===== src/rtl/angle_pkg.sv =====
// angle_pkg: shared widths and enums for the angle tracker.
// Used by angle_track, its step classifier and its bus interface.
package angle_pkg;

  localparam int ANGLE_W   = 10;
  localparam int ANGLE_MAX = 1023;

  typedef logic [ANGLE_W-1:0] angle_t;

  typedef enum logic [1:0] {
    IDLE,
    ACQ,
    LOCK
  } state_t;

  typedef enum logic [1:0] {
    HOLD,
    UP,
    DOWN,
    JUMP
  } step_t;

endpackage


===== src/rtl/angle_track_if.sv =====
// angle_track_if: sample stream in, tracking status out.
// master = angle source side, slave = tracker side.
interface angle_track_if
  import angle_pkg::*;
#(
  parameter int PERIOD_W = 16
);

  angle_t                theta_in;
  logic                  theta_valid;
  logic                  seq_dir;
  logic                  wrap;
  logic [PERIOD_W-1:0]   period;
  logic                  period_valid;
  logic                  locked;
  logic                  fault;

  modport master (
    output theta_in,
    output theta_valid,
    input  seq_dir,
    input  wrap,
    input  period,
    input  period_valid,
    input  locked,
    input  fault
  );

  modport slave (
    input  theta_in,
    input  theta_valid,
    output seq_dir,
    output wrap,
    output period,
    output period_valid,
    output locked,
    output fault
  );

endinterface


===== src/rtl/angle_step_classify.sv =====
// angle_step_classify: sorts one angle step into hold/up/down/jump
// and flags steps that cross the 1023/0 seam.
module angle_step_classify
  import angle_pkg::*;
#(
  parameter int MAX_STEP = 8
) (
  input  angle_t i_theta,
  input  angle_t i_last,
  output step_t  o_step,
  output logic   o_wrap
);

  angle_t w_diff;
  int     w_delta;

  assign w_diff  = angle_t'(i_theta - i_last) & angle_t'(ANGLE_MAX);
  assign w_delta = int'($signed(w_diff));

  // classify the signed modular delta
  always_comb begin
    o_step = JUMP;
    unique case (1'b1)
      (w_delta == 0):
        o_step = HOLD;
      (w_delta > 0 && w_delta <= MAX_STEP):
        o_step = UP;
      (w_delta < 0 && w_delta >= -MAX_STEP):
        o_step = DOWN;
      default:
        o_step = JUMP;
    endcase
  end

  assign o_wrap = (o_step == UP   && i_theta < i_last) ||
                  (o_step == DOWN && i_theta > i_last);

endmodule


===== src/rtl/angle_track.sv =====
// angle_track: recovers direction, wraps, period and lock from angles.
// ANGLE_TRACK_TIMEOUT_EN adds the idle-clock timeout back to IDLE.
module angle_track
  import angle_pkg::*;
#(
  parameter int MAX_STEP    = 8,
  parameter int LOCK_CYCLES = 3,
  parameter int PERIOD_W    = 16,
  parameter int TIMEOUT     = 65535
) (
  input logic          clk,
  input logic          RESET_N,
  angle_track_if.slave bus
);

  state_t              r_state, w_state;
  angle_t              r_last, w_last;
  logic                r_dir, w_dir;
  logic                r_wrap, w_wrap;
  logic                r_fault, w_fault;
  logic                r_pvalid, w_pvalid;
  logic                r_locked;
  logic [PERIOD_W-1:0] r_period, w_period;
  logic [PERIOD_W-1:0] r_cnt, w_cnt, w_cnt_inc;
  logic [3:0]          r_wcnt, w_wcnt;
  step_t               w_step;
  logic                w_is_wrap;
  logic                w_rev;
  logic                w_restart;
  logic                w_timeout;

  angle_step_classify #(
    .MAX_STEP (MAX_STEP)
  ) u_cls (
    .i_theta (bus.theta_in),
    .i_last  (r_last),
    .o_step  (w_step),
    .o_wrap  (w_is_wrap)
  );

`ifdef ANGLE_TRACK_TIMEOUT_EN
  localparam int TW = $clog2(TIMEOUT + 1);

  logic [TW-1:0] r_idle, w_idle;

  // clocks since the last strobe, saturating at TIMEOUT
  always_comb begin
    w_idle = r_idle;
    if (bus.theta_valid)
      w_idle = '0;
    else if (r_idle != TW'(TIMEOUT))
      w_idle = r_idle + 1'b1;
  end

  assign w_timeout = !bus.theta_valid &&
                     (r_idle == TW'(TIMEOUT - 1));

  // idle counter register
  always_ff @(posedge clk or negedge RESET_N) begin
    if (!RESET_N)
      r_idle <= '0;
    else
      r_idle <= w_idle;
  end
`else
  logic w_unused_timeout;

  assign w_unused_timeout = (TIMEOUT != 0);
  assign w_timeout        = 1'b0;
`endif

  assign w_cnt_inc = (&r_cnt) ? r_cnt : r_cnt + 1'b1;

  assign w_rev = (w_step == UP   && !r_dir) ||
                 (w_step == DOWN &&  r_dir);

  // next state, counters and output pulses per sample
  always_comb begin
    w_state   = r_state;
    w_last    = r_last;
    w_dir     = r_dir;
    w_wrap    = 1'b0;
    w_fault   = 1'b0;
    w_period  = r_period;
    w_pvalid  = r_pvalid;
    w_cnt     = r_cnt;
    w_wcnt    = r_wcnt;
    w_restart = 1'b0;
    if (bus.theta_valid) begin
      w_last = bus.theta_in;
      if (r_state == IDLE) begin
        w_state = ACQ;
        w_cnt   = '0;
        w_wcnt  = '0;
      end else begin
        w_cnt = w_cnt_inc;
        unique case (1'b1)
          (w_step == JUMP): begin
            w_fault   = 1'b1;
            w_restart = 1'b1;
          end
          w_rev: begin
            w_dir     = (w_step == UP);
            w_restart = 1'b1;
          end
          default: begin
            if (w_is_wrap) begin
              w_wrap = 1'b1;
              w_cnt  = '0;
              if (r_wcnt != '0) begin
                w_period = w_cnt_inc;
                w_pvalid = 1'b1;
              end
              if (r_state == ACQ) begin
                w_wcnt = r_wcnt + 1'b1;
                if (w_wcnt == 4'(LOCK_CYCLES))
                  w_state = LOCK;
              end
            end
          end
        endcase
        if (w_restart) begin
          w_state  = ACQ;
          w_cnt    = '0;
          w_wcnt   = '0;
          w_pvalid = 1'b0;
        end
      end
    end else if (w_timeout) begin
      w_state  = IDLE;
      w_pvalid = 1'b0;
    end
  end

  // state and registered outputs
  always_ff @(posedge clk or negedge RESET_N) begin
    if (!RESET_N) begin
      r_state  <= IDLE;
      r_last   <= '0;
      r_dir    <= 1'b1;
      r_wrap   <= 1'b0;
      r_fault  <= 1'b0;
      r_period <= '0;
      r_pvalid <= 1'b0;
      r_locked <= 1'b0;
      r_cnt    <= '0;
      r_wcnt   <= '0;
    end else begin
      r_state  <= w_state;
      r_last   <= w_last;
      r_dir    <= w_dir;
      r_wrap   <= w_wrap;
      r_fault  <= w_fault;
      r_period <= w_period;
      r_pvalid <= w_pvalid;
      r_locked <= (w_state == LOCK);
      r_cnt    <= w_cnt;
      r_wcnt   <= w_wcnt;
    end
  end

  assign bus.seq_dir      = r_dir;
  assign bus.wrap         = r_wrap;
  assign bus.period       = r_period;
  assign bus.period_valid = r_pvalid;
  assign bus.locked       = r_locked;
  assign bus.fault        = r_fault;

endmodule


===== src/flat_wrapper.sv =====
// flat-port wrapper written by rule: the top's interface ports become plain ports
module angle_track_flat import angle_pkg::*;
#(
  parameter int MAX_STEP    = 8,
  parameter int LOCK_CYCLES = 3,
  parameter int PERIOD_W    = 16,
  parameter int TIMEOUT     = 65535
)
  (clk, RESET_N, bus_theta_in, bus_theta_valid, bus_seq_dir, bus_wrap, bus_period, bus_period_valid, bus_locked, bus_fault);
  angle_track_if #(.PERIOD_W(PERIOD_W)) bus_i ();
  input logic clk;
  input logic RESET_N;
  input wire logic [$bits(bus_i.theta_in)-1:0] bus_theta_in;
  input wire logic [$bits(bus_i.theta_valid)-1:0] bus_theta_valid;
  output wire logic [$bits(bus_i.seq_dir)-1:0] bus_seq_dir;
  output wire logic [$bits(bus_i.wrap)-1:0] bus_wrap;
  output wire logic [$bits(bus_i.period)-1:0] bus_period;
  output wire logic [$bits(bus_i.period_valid)-1:0] bus_period_valid;
  output wire logic [$bits(bus_i.locked)-1:0] bus_locked;
  output wire logic [$bits(bus_i.fault)-1:0] bus_fault;
  assign bus_i.theta_in = bus_theta_in;
  assign bus_i.theta_valid = bus_theta_valid;
  assign bus_seq_dir = bus_i.seq_dir;
  assign bus_wrap = bus_i.wrap;
  assign bus_period = bus_i.period;
  assign bus_period_valid = bus_i.period_valid;
  assign bus_locked = bus_i.locked;
  assign bus_fault = bus_i.fault;
  angle_track #(.MAX_STEP(MAX_STEP), .LOCK_CYCLES(LOCK_CYCLES), .PERIOD_W(PERIOD_W), .TIMEOUT(TIMEOUT)) u_core (.clk(clk), .RESET_N(RESET_N), .bus(bus_i));
endmodule

===== config.mk =====
export PLATFORM = sky130hd
export DESIGN_NAME = angle_track_flat
export DESIGN_NICKNAME = d
export VERILOG_FILES = /design/src/rtl/angle_pkg.sv /design/src/rtl/angle_track_if.sv /design/src/rtl/angle_step_classify.sv /design/src/rtl/angle_track.sv /design/src/flat_wrapper.sv
export SDC_FILE = /design/constraint.sdc
export NUM_CORES = 1
export LEC_CHECK = 0
export CORE_MARGIN = 5
export CORE_UTILIZATION = 57
export DETAILED_ROUTE_END_ITERATION = 8
export PLACE_DENSITY = 0.8
export SKIP_LAST_GASP = 1
export SYNTH_ARGS = -nofsm -noshare
export SYNTH_HDL_FRONTEND = slang
export SYNTH_SLANG_ARGS = --single-unit

===== constraint.sdc =====
create_clock -name clk -period 3.6 [get_ports clk]
set_input_delay 1.08 -clock clk [delete_from_list [all_inputs] [get_ports clk]]
set_output_delay 1.08 -clock clk [all_outputs]
set_load 0.005 [all_outputs]

==> flow_metrics.env, run 1 <==
export IMPL_dp_hpwl_um=5450
export IMPL_maxCapViolCount=0
export IMPL_ys_seq_area_share_pct=40.1
export IMPL_comb_power_share_pct=29.2
export IMPL_cts_sinks=53
export IMPL_fin_crit_ns=3.74
export IMPL_synth_top_cell_area_share_pct=39.3
export IMPL_insertedDiodeCount=0
export IMPL_gr_total_overflow=0
export IMPL_post_synth_top_count_cell="dfrtp_1"
export IMPL_grtUsageTotal_pct=23.2
export IMPL_final_fill_count=333
export IMPL_synth_edf_count=0
export IMPL_outcome="complete, but fails checks"
export IMPL_syn_inst=350
export IMPL_seq_power_share_pct=44.5
export IMPL_critPathLaunchType="primary input"
export IMPL_postCtsHoldBufs=0
export IMPL_first_global_vias=2944
export IMPL_finClkSkew_ns=0.0105
export IMPL_synth_avg_cell_area_um2=9.46
export IMPL_die_h_um=86.2
export IMPL_area_growth_pct=34.3
export IMPL_cts_tree="built"
export IMPL_synth_seq_cells=53
export IMPL_drive_above_1_share_pct=27.7
export IMPL_gp_congestion=0.856
export IMPL_p_leak_nw=2.02
export IMPL_cp_arrival_ns=3.94
export IMPL_vias=2994
export IMPL_rsz0062_at_grt="yes"
export IMPL_p_total_mw=1.39
export IMPL_cts_max_path_buffers=2
export IMPL_dr_pass1_iters=4
export IMPL_async_flop_share_pct=100
export IMPL_portBuffers=33
export IMPL_tightest_slew_ns=0.673
export IMPL_yosys_warnings=0
export IMPL_ys_types=60
export IMPL_drt_initial_drc_count=176
export IMPL_finalSetupViolations=22
export IMPL_antenna_found_initial=0
export IMPL_max_slew_margin_pct=54.7
export IMPL_cts_buffers=5
export IMPL_violations="negative setup slack"
export IMPL_synth_top_cell_by_area="dfrtp_1"
export IMPL_fp_dieArea_mm2=0.00743
export IMPL_antenna_left=0
export IMPL_routed_wl_um=8460
export IMPL_tns_ns=-1.75
export IMPL_synth_fp_nets=378
export IMPL_crit_path_end_kind="register"
export IMPL_path_clk_slew_ns=0.11
export IMPL_p_int_mw=0.964
export IMPL_crit_type="in2reg"
export IMPL_grt_first_pass_wirelength_um=13800
export IMPL_num_rows=27
export IMPL_synthTopCellsByArea="dfrtp_1, ha_1, o21ai_0"
export IMPL_htreeDepth=2
export IMPL_switching_power_mw=0.429
export IMPL_hold_violations=0
export IMPL_ios=34
export IMPL_ys_flop_type="dfrtp_1"
export IMPL_drc_errors=0
export IMPL_root_buffer="clkbuf_8"
export IMPL_slew_violations=0
export IMPL_die_x_um=86.2
export IMPL_fin_crit_sh_pct=104
export IMPL_critPathRequiredTime_ns=3.81
export IMPL_grt_max_degree=54
export IMPL_powerDensity_mw_per_mm2=313
export IMPL_synth_area_mm2=0.00331
export IMPL_hold_path_class="reg2reg"
export IMPL_synth_commonest_cells="dfrtp_1, nand2_1, inv_1"
export IMPL_critPathMaxFanout=7
export IMPL_start_util_pct=59.4
export IMPL_num_nets_final=456
export IMPL_fmax_mhz=268
export IMPL_switching_share_pct=30.8
export IMPL_p_clk_share_pct=26.3
export IMPL_core_area_mm2=0.00557
export IMPL_wl_per_cell_um=16.9
export IMPL_via_per_inst=5.98
export IMPL_clk_latency_ns=0.32
export IMPL_setup_slack_ns=-0.138
export IMPL_ir_drop_v=0.000200
export IMPL_dp_slack_ns=-0.979
[cell families (layout without fill, tap and decap cells)]
group | after synthesis | count (layout) | synth area share (%)
adders and majority gates | 15 | 15 | 5.90
and+or+nand+nor | 115 | 115 | 18.0
DFF | 53 | 53 | 40.1
buffers and inverters | 42 | 121 | 5.48
muxes | 21 | 21 | 7.71
AOI/OAI and AO/OA | 93 | 93 | 19.9
xor gates and xnor gates | 11 | 11 | 2.91
[critical path: stages]
cell and delay, ns:
buf_12 0.11, inv_12 0.04, ha_4 0.11, inv_2 0.03
fa_2 0.36, a211oi_4 0.33, nor2_2 0.09, a221oi_4 0.32
a21oi_4 0.12, a211oi_2 0.16, and3_4 0.24, a32oi_4 0.12
nor3b_4 0.23, buf_12 0.16, buf_12 0.13, mux2_4 0.30
[stage by stage]
step           area, um2  hold slack [ns]  instances  utilization (%)
3_3_place_gp        4010            0.490        484             71.9
6_report            4450            0.519        501             79.8
5_1_grt             4450            0.539        501             79.8
2_1_floorplan       3350            0.484        350                -
4_1_cts             4350            0.517        499             78.1
3_5_place_dp        4010            0.495        484             71.9
[metal layers]
metal	up-vias	wire length (um)	part of all wire [%]	global-route usage (%)
li1	1433	-	-	-
met1	1432	3520	42	29.6
met2	105	4200	50	39.9
met3	24	449	5.3	3.42
met4	0	297	3.5	8.50
met5	-	0	0	0
[state kept, by name, indices dropped and copies added (netlist names)]
register	flops
u_core.bus.fault	1
u_core.bus.locked	1
u_core.bus.period	16
u_core.bus.period_valid	1
u_core.bus.seq_dir	1
u_core.bus.wrap	1
u_core.r_cnt	16
u_core.r_last	10
u_core.r_state	2
u_core.r_wcnt	4
[placed cells by master, fill, tap and decap left out, types with 4 or more instances in the layout]
master	Yosys	layout
xor2_1	5	5
mux2_4	7	12
buf_12	0	6
clkdlybuf4s50_1	0	25
nor3_1	5	4
o2111ai_1	9	9
nand2_1	32	32
xnor2_1	6	5
clkbuf_8	0	6
a21oi_1	14	13
or2_2	7	7
o21ai_0	24	22
buf_4	2	43
and3_1	8	5
inv_1	30	28
ha_4	0	5
a31oi_1	6	5
nand4_1	4	4
ha_1	14	9
nand3_1	12	10
mux2i_1	6	5
dfrtp_1	52	52
dlygate4sd2_1	0	4
a21o_1	4	4
nor2_1	28	26
[worst paths after layout]
path | start | depth (start not counted) | slack, ns | to
max in group asynchronous | RESET_N | 2 | 2.27 | u_core.r_last[5]
worst min-delay path | u_core.bus.period[2] | 1 | 0.52 | u_core.bus.period[2]
worst max register to register | u_core.r_last[0] | 14 | 0.34 | u_core.bus.period[9]
worst max-delay path | bus_theta_in[0] | 16 | -0.14 | u_core.bus.period[9]
min in group asynchronous | RESET_N | 2 | 0.87 | u_core.bus.period[6]
worst min register to register | u_core.bus.period[2] | 1 | 0.52 | u_core.bus.period[2]
[layout make-up]
class / count / area [um2] / area share (%)
Clock buffer: 7 / 86.3 / 1.94
Clock inverter: 1 / 7.51 / 0.169
Inverter: 31 / 129 / 2.90
Multi-Input combinational cell: 255 / 2040 / 45.8
Sequential cell: 53 / 1330 / 29.9
Tap cell: 72 / 90.1 / 2.03
Timing Repair Buffer: 82 / 768 / 17.3
[power groups by stage]
stage | Clock (mW) | Combinational [mW] | Sequential [mW]
after floorplan | 0 | 0.184 | 0.630
after global placement | 0 | 0.328 | 0.631
after detailed placement | 0 | 0.336 | 0.631
after CTS | 0.366 | 0.379 | 0.619
after global routing | 0.394 | 0.441 | 0.621
final | 0.366 | 0.407 | 0.619
[timing repair]
item | CTS | global route
gates resized for setup | 49 | 14
setup buffers | 7 | 2
setup endpoints to repair | 43 | 38
pin swaps | 20 | 8
hold endpoints to repair | 0 | 0
Power figures use the tool's default switching activity.
==> inputs of run 2 (changes only) <==
--- a/config.mk
+++ b/config.mk
@@ -6,9 +6,9 @@
 export NUM_CORES = 1
 export LEC_CHECK = 0
 export CORE_MARGIN = 5
-export CORE_UTILIZATION = 57
+export CORE_UTILIZATION = 60
 export DETAILED_ROUTE_END_ITERATION = 8
-export PLACE_DENSITY = 0.8
+export PLACE_DENSITY = 0.84
 export SKIP_LAST_GASP = 1
 export SYNTH_ARGS = -nofsm -noshare
 export SYNTH_HDL_FRONTEND = slang
==> constraint.sdc (replaced) <==
create_clock -name clk -period 4.8 [get_ports clk]
set_input_delay 1.44 -clock clk [delete_from_list [all_inputs] [get_ports clk]]
set_output_delay 1.44 -clock clk [all_outputs]
set_load 0.005 [all_outputs]
==> run 2 against run 1 <==
  * The run now ends clean
  * Clock power down 28%
  * Critical path depth is 1 lower
  * Sequential power fell by 25%
  * Largest cell class unchanged
==> flow_metrics.env, run 2 (same netlist as run 1, synthesis figures left out) <==
export IMPL_vias=2774
export IMPL_fmax_mhz=217
export IMPL_maxUsedRoutingLayer="met4"
export IMPL_cts_buffers=5
export IMPL_finalSetupViolations=0
export IMPL_final_util_pct=71.1
export IMPL_hold_violations=0
export IMPL_p_total_mw=0.925
export IMPL_via_per_inst=5.97
export IMPL_postCtsHoldBufs=0
export IMPL_hold_path_class="reg2reg"
export IMPL_fin_crit_sh_pct=96.0
export IMPL_grt_first_pass_wirelength_um=12600
export IMPL_antenna_left=0
export IMPL_clk_latency_ns=0.31
export IMPL_htreeDepth=2
export IMPL_outcome="finished clean"
export IMPL_ir_drop_v=0.000168
export IMPL_root_buffer="clkbuf_8"
export IMPL_fin_crit_ns=4.61
export IMPL_antenna_found_initial=0
export IMPL_final_fill_count=409
export IMPL_rsz0062_at_grt="no"
export IMPL_routed_wl_um=7120
export IMPL_cts_tree="built"
export IMPL_maxCapViolCount=0
export IMPL_critPathMaxFanout=15
export IMPL_area_growth_pct=16.8
export IMPL_cp_arrival_ns=4.81
export IMPL_finClkSkew_ns=0.00397
export IMPL_drt_initial_drc_count=247
export IMPL_gr_total_overflow=0
export IMPL_fp_dieArea_mm2=0.00710
export IMPL_crit_path_end_kind="register"
export IMPL_die_h_um=84.3
export IMPL_layout_commonest_cell="dfrtp_1"
export IMPL_design_area_mm2=0.00387
export IMPL_met3RoutedLength_um=384
export IMPL_slew_violations=0
export IMPL_num_rows=27
export IMPL_wl_met1_um=3100
export IMPL_insertedDiodeCount=0
export IMPL_p_leak_nw=1.78
export IMPL_tightest_slew_ns=0.658
export IMPL_postPlaceCellArea_mm2=0.00377
export IMPL_grtUsageTotal_pct=21.1
export IMPL_wl_per_cell_um=15.3
export IMPL_post_cts_resized=0
export IMPL_tns_ns=0
export IMPL_core_area_mm2=0.00544
export IMPL_dp_hpwl_um=5170
export IMPL_powerDensity_mw_per_mm2=239
export IMPL_max_slew_margin_pct=56.1
export IMPL_cts_sinks=53
export IMPL_cts_max_path_buffers=2
export IMPL_critPathLaunchType="primary input"
export IMPL_gp_congestion=0.928
export IMPL_portBuffers=33
export IMPL_wl_met2_um=3540
export IMPL_num_nets_final=420
export IMPL_dr_pass1_iters=5
export IMPL_ios=34
export IMPL_first_global_vias=2733
export IMPL_drive_above_1_share_pct=13.5
export IMPL_crit_type="in2reg"
export IMPL_start_util_pct=60.8
export IMPL_cts_setup_buffers=0
export IMPL_grt_max_degree=54
export IMPL_critPathRequiredTime_ns=5.00
export IMPL_die_x_um=84.3
export IMPL_layout_common_cells="dfrtp_1, nand2_1, clkdlybuf4s50_1, inv_1, nor2_1"
export IMPL_path_clk_slew_ns=0.09
export IMPL_drc_errors=0
## run 2: path summary, 6_finish.rpt
path	start	endpoint	slack (ns)	cells past startpoint
max in group asynchronous	RESET_N	u_core.r_state[1]	3.13	2
max reg2reg	u_core.r_last[0]	u_core.bus.period[4]	1.43	13
min reg2reg	u_core.bus.period_valid	u_core.bus.period_valid	0.51	1
min	u_core.bus.period_valid	u_core.bus.period_valid	0.51	1
max	bus_theta_in[0]	u_core.bus.period[4]	0.19	15
min in group asynchronous	RESET_N	u_core.bus.period[8]	1.25	2
## run 2: per-stage QoR
stage	std cells	worst slack, ns	hold slack [ns]
global placement	457	-0.00627	0.490
global route	465	0.00532	0.533
CTS	465	0.216	0.518
detailed placement	457	-0.102	0.492
floorplan	350	0.359	0.484
finish	465	0.191	0.507
## run 2: area by class of cell
class / count / area (um2) / area share (%)
timing repair buffer: 46 / 435 / 11.3
sequential: 53 / 1330 / 34.3
multi-input combinational: 255 / 1800 / 46.6
clock buffer: 6 / 82.6 / 2.14
tap: 72 / 90.1 / 2.33
clock inverter: 2 / 13.8 / 0.356
inverter: 31 / 116 / 3.01
## run 2: metal layers
| layer | up-vias | track usage [%] |
|---|---|---|
| met5 | - | 0 |
| met2 | 86 | 36.4 |
| met3 | 14 | 2.55 |
| met4 | 0 | 5.26 |
| met1 | 1314 | 28.3 |
| li1 | 1360 | - |
## run 2: critical path: stages
cell             delay (ns)
clkdlybuf4s50_1        0.41
inv_1                  0.06
ha_1                   0.15
inv_1                  0.05
fa_1                   0.41
a211oi_2               0.36
nor2_1                 0.12
a221oi_1               0.34
a21oi_2                0.11
a211oi_1               0.17
and3_1                 0.26
a32oi_2                0.15
nor3b_4                0.24
buf_12                 0.19
mux2_2                 0.34
## run 2: report_power, final
part / switching, mW / internal, mW / leakage, nW
logic: 0.118 / 0.0787 / 1.04
clock network: 0.147 / 0.117 / 0.0512
registers: 0.00535 / 0.459 / 0.695
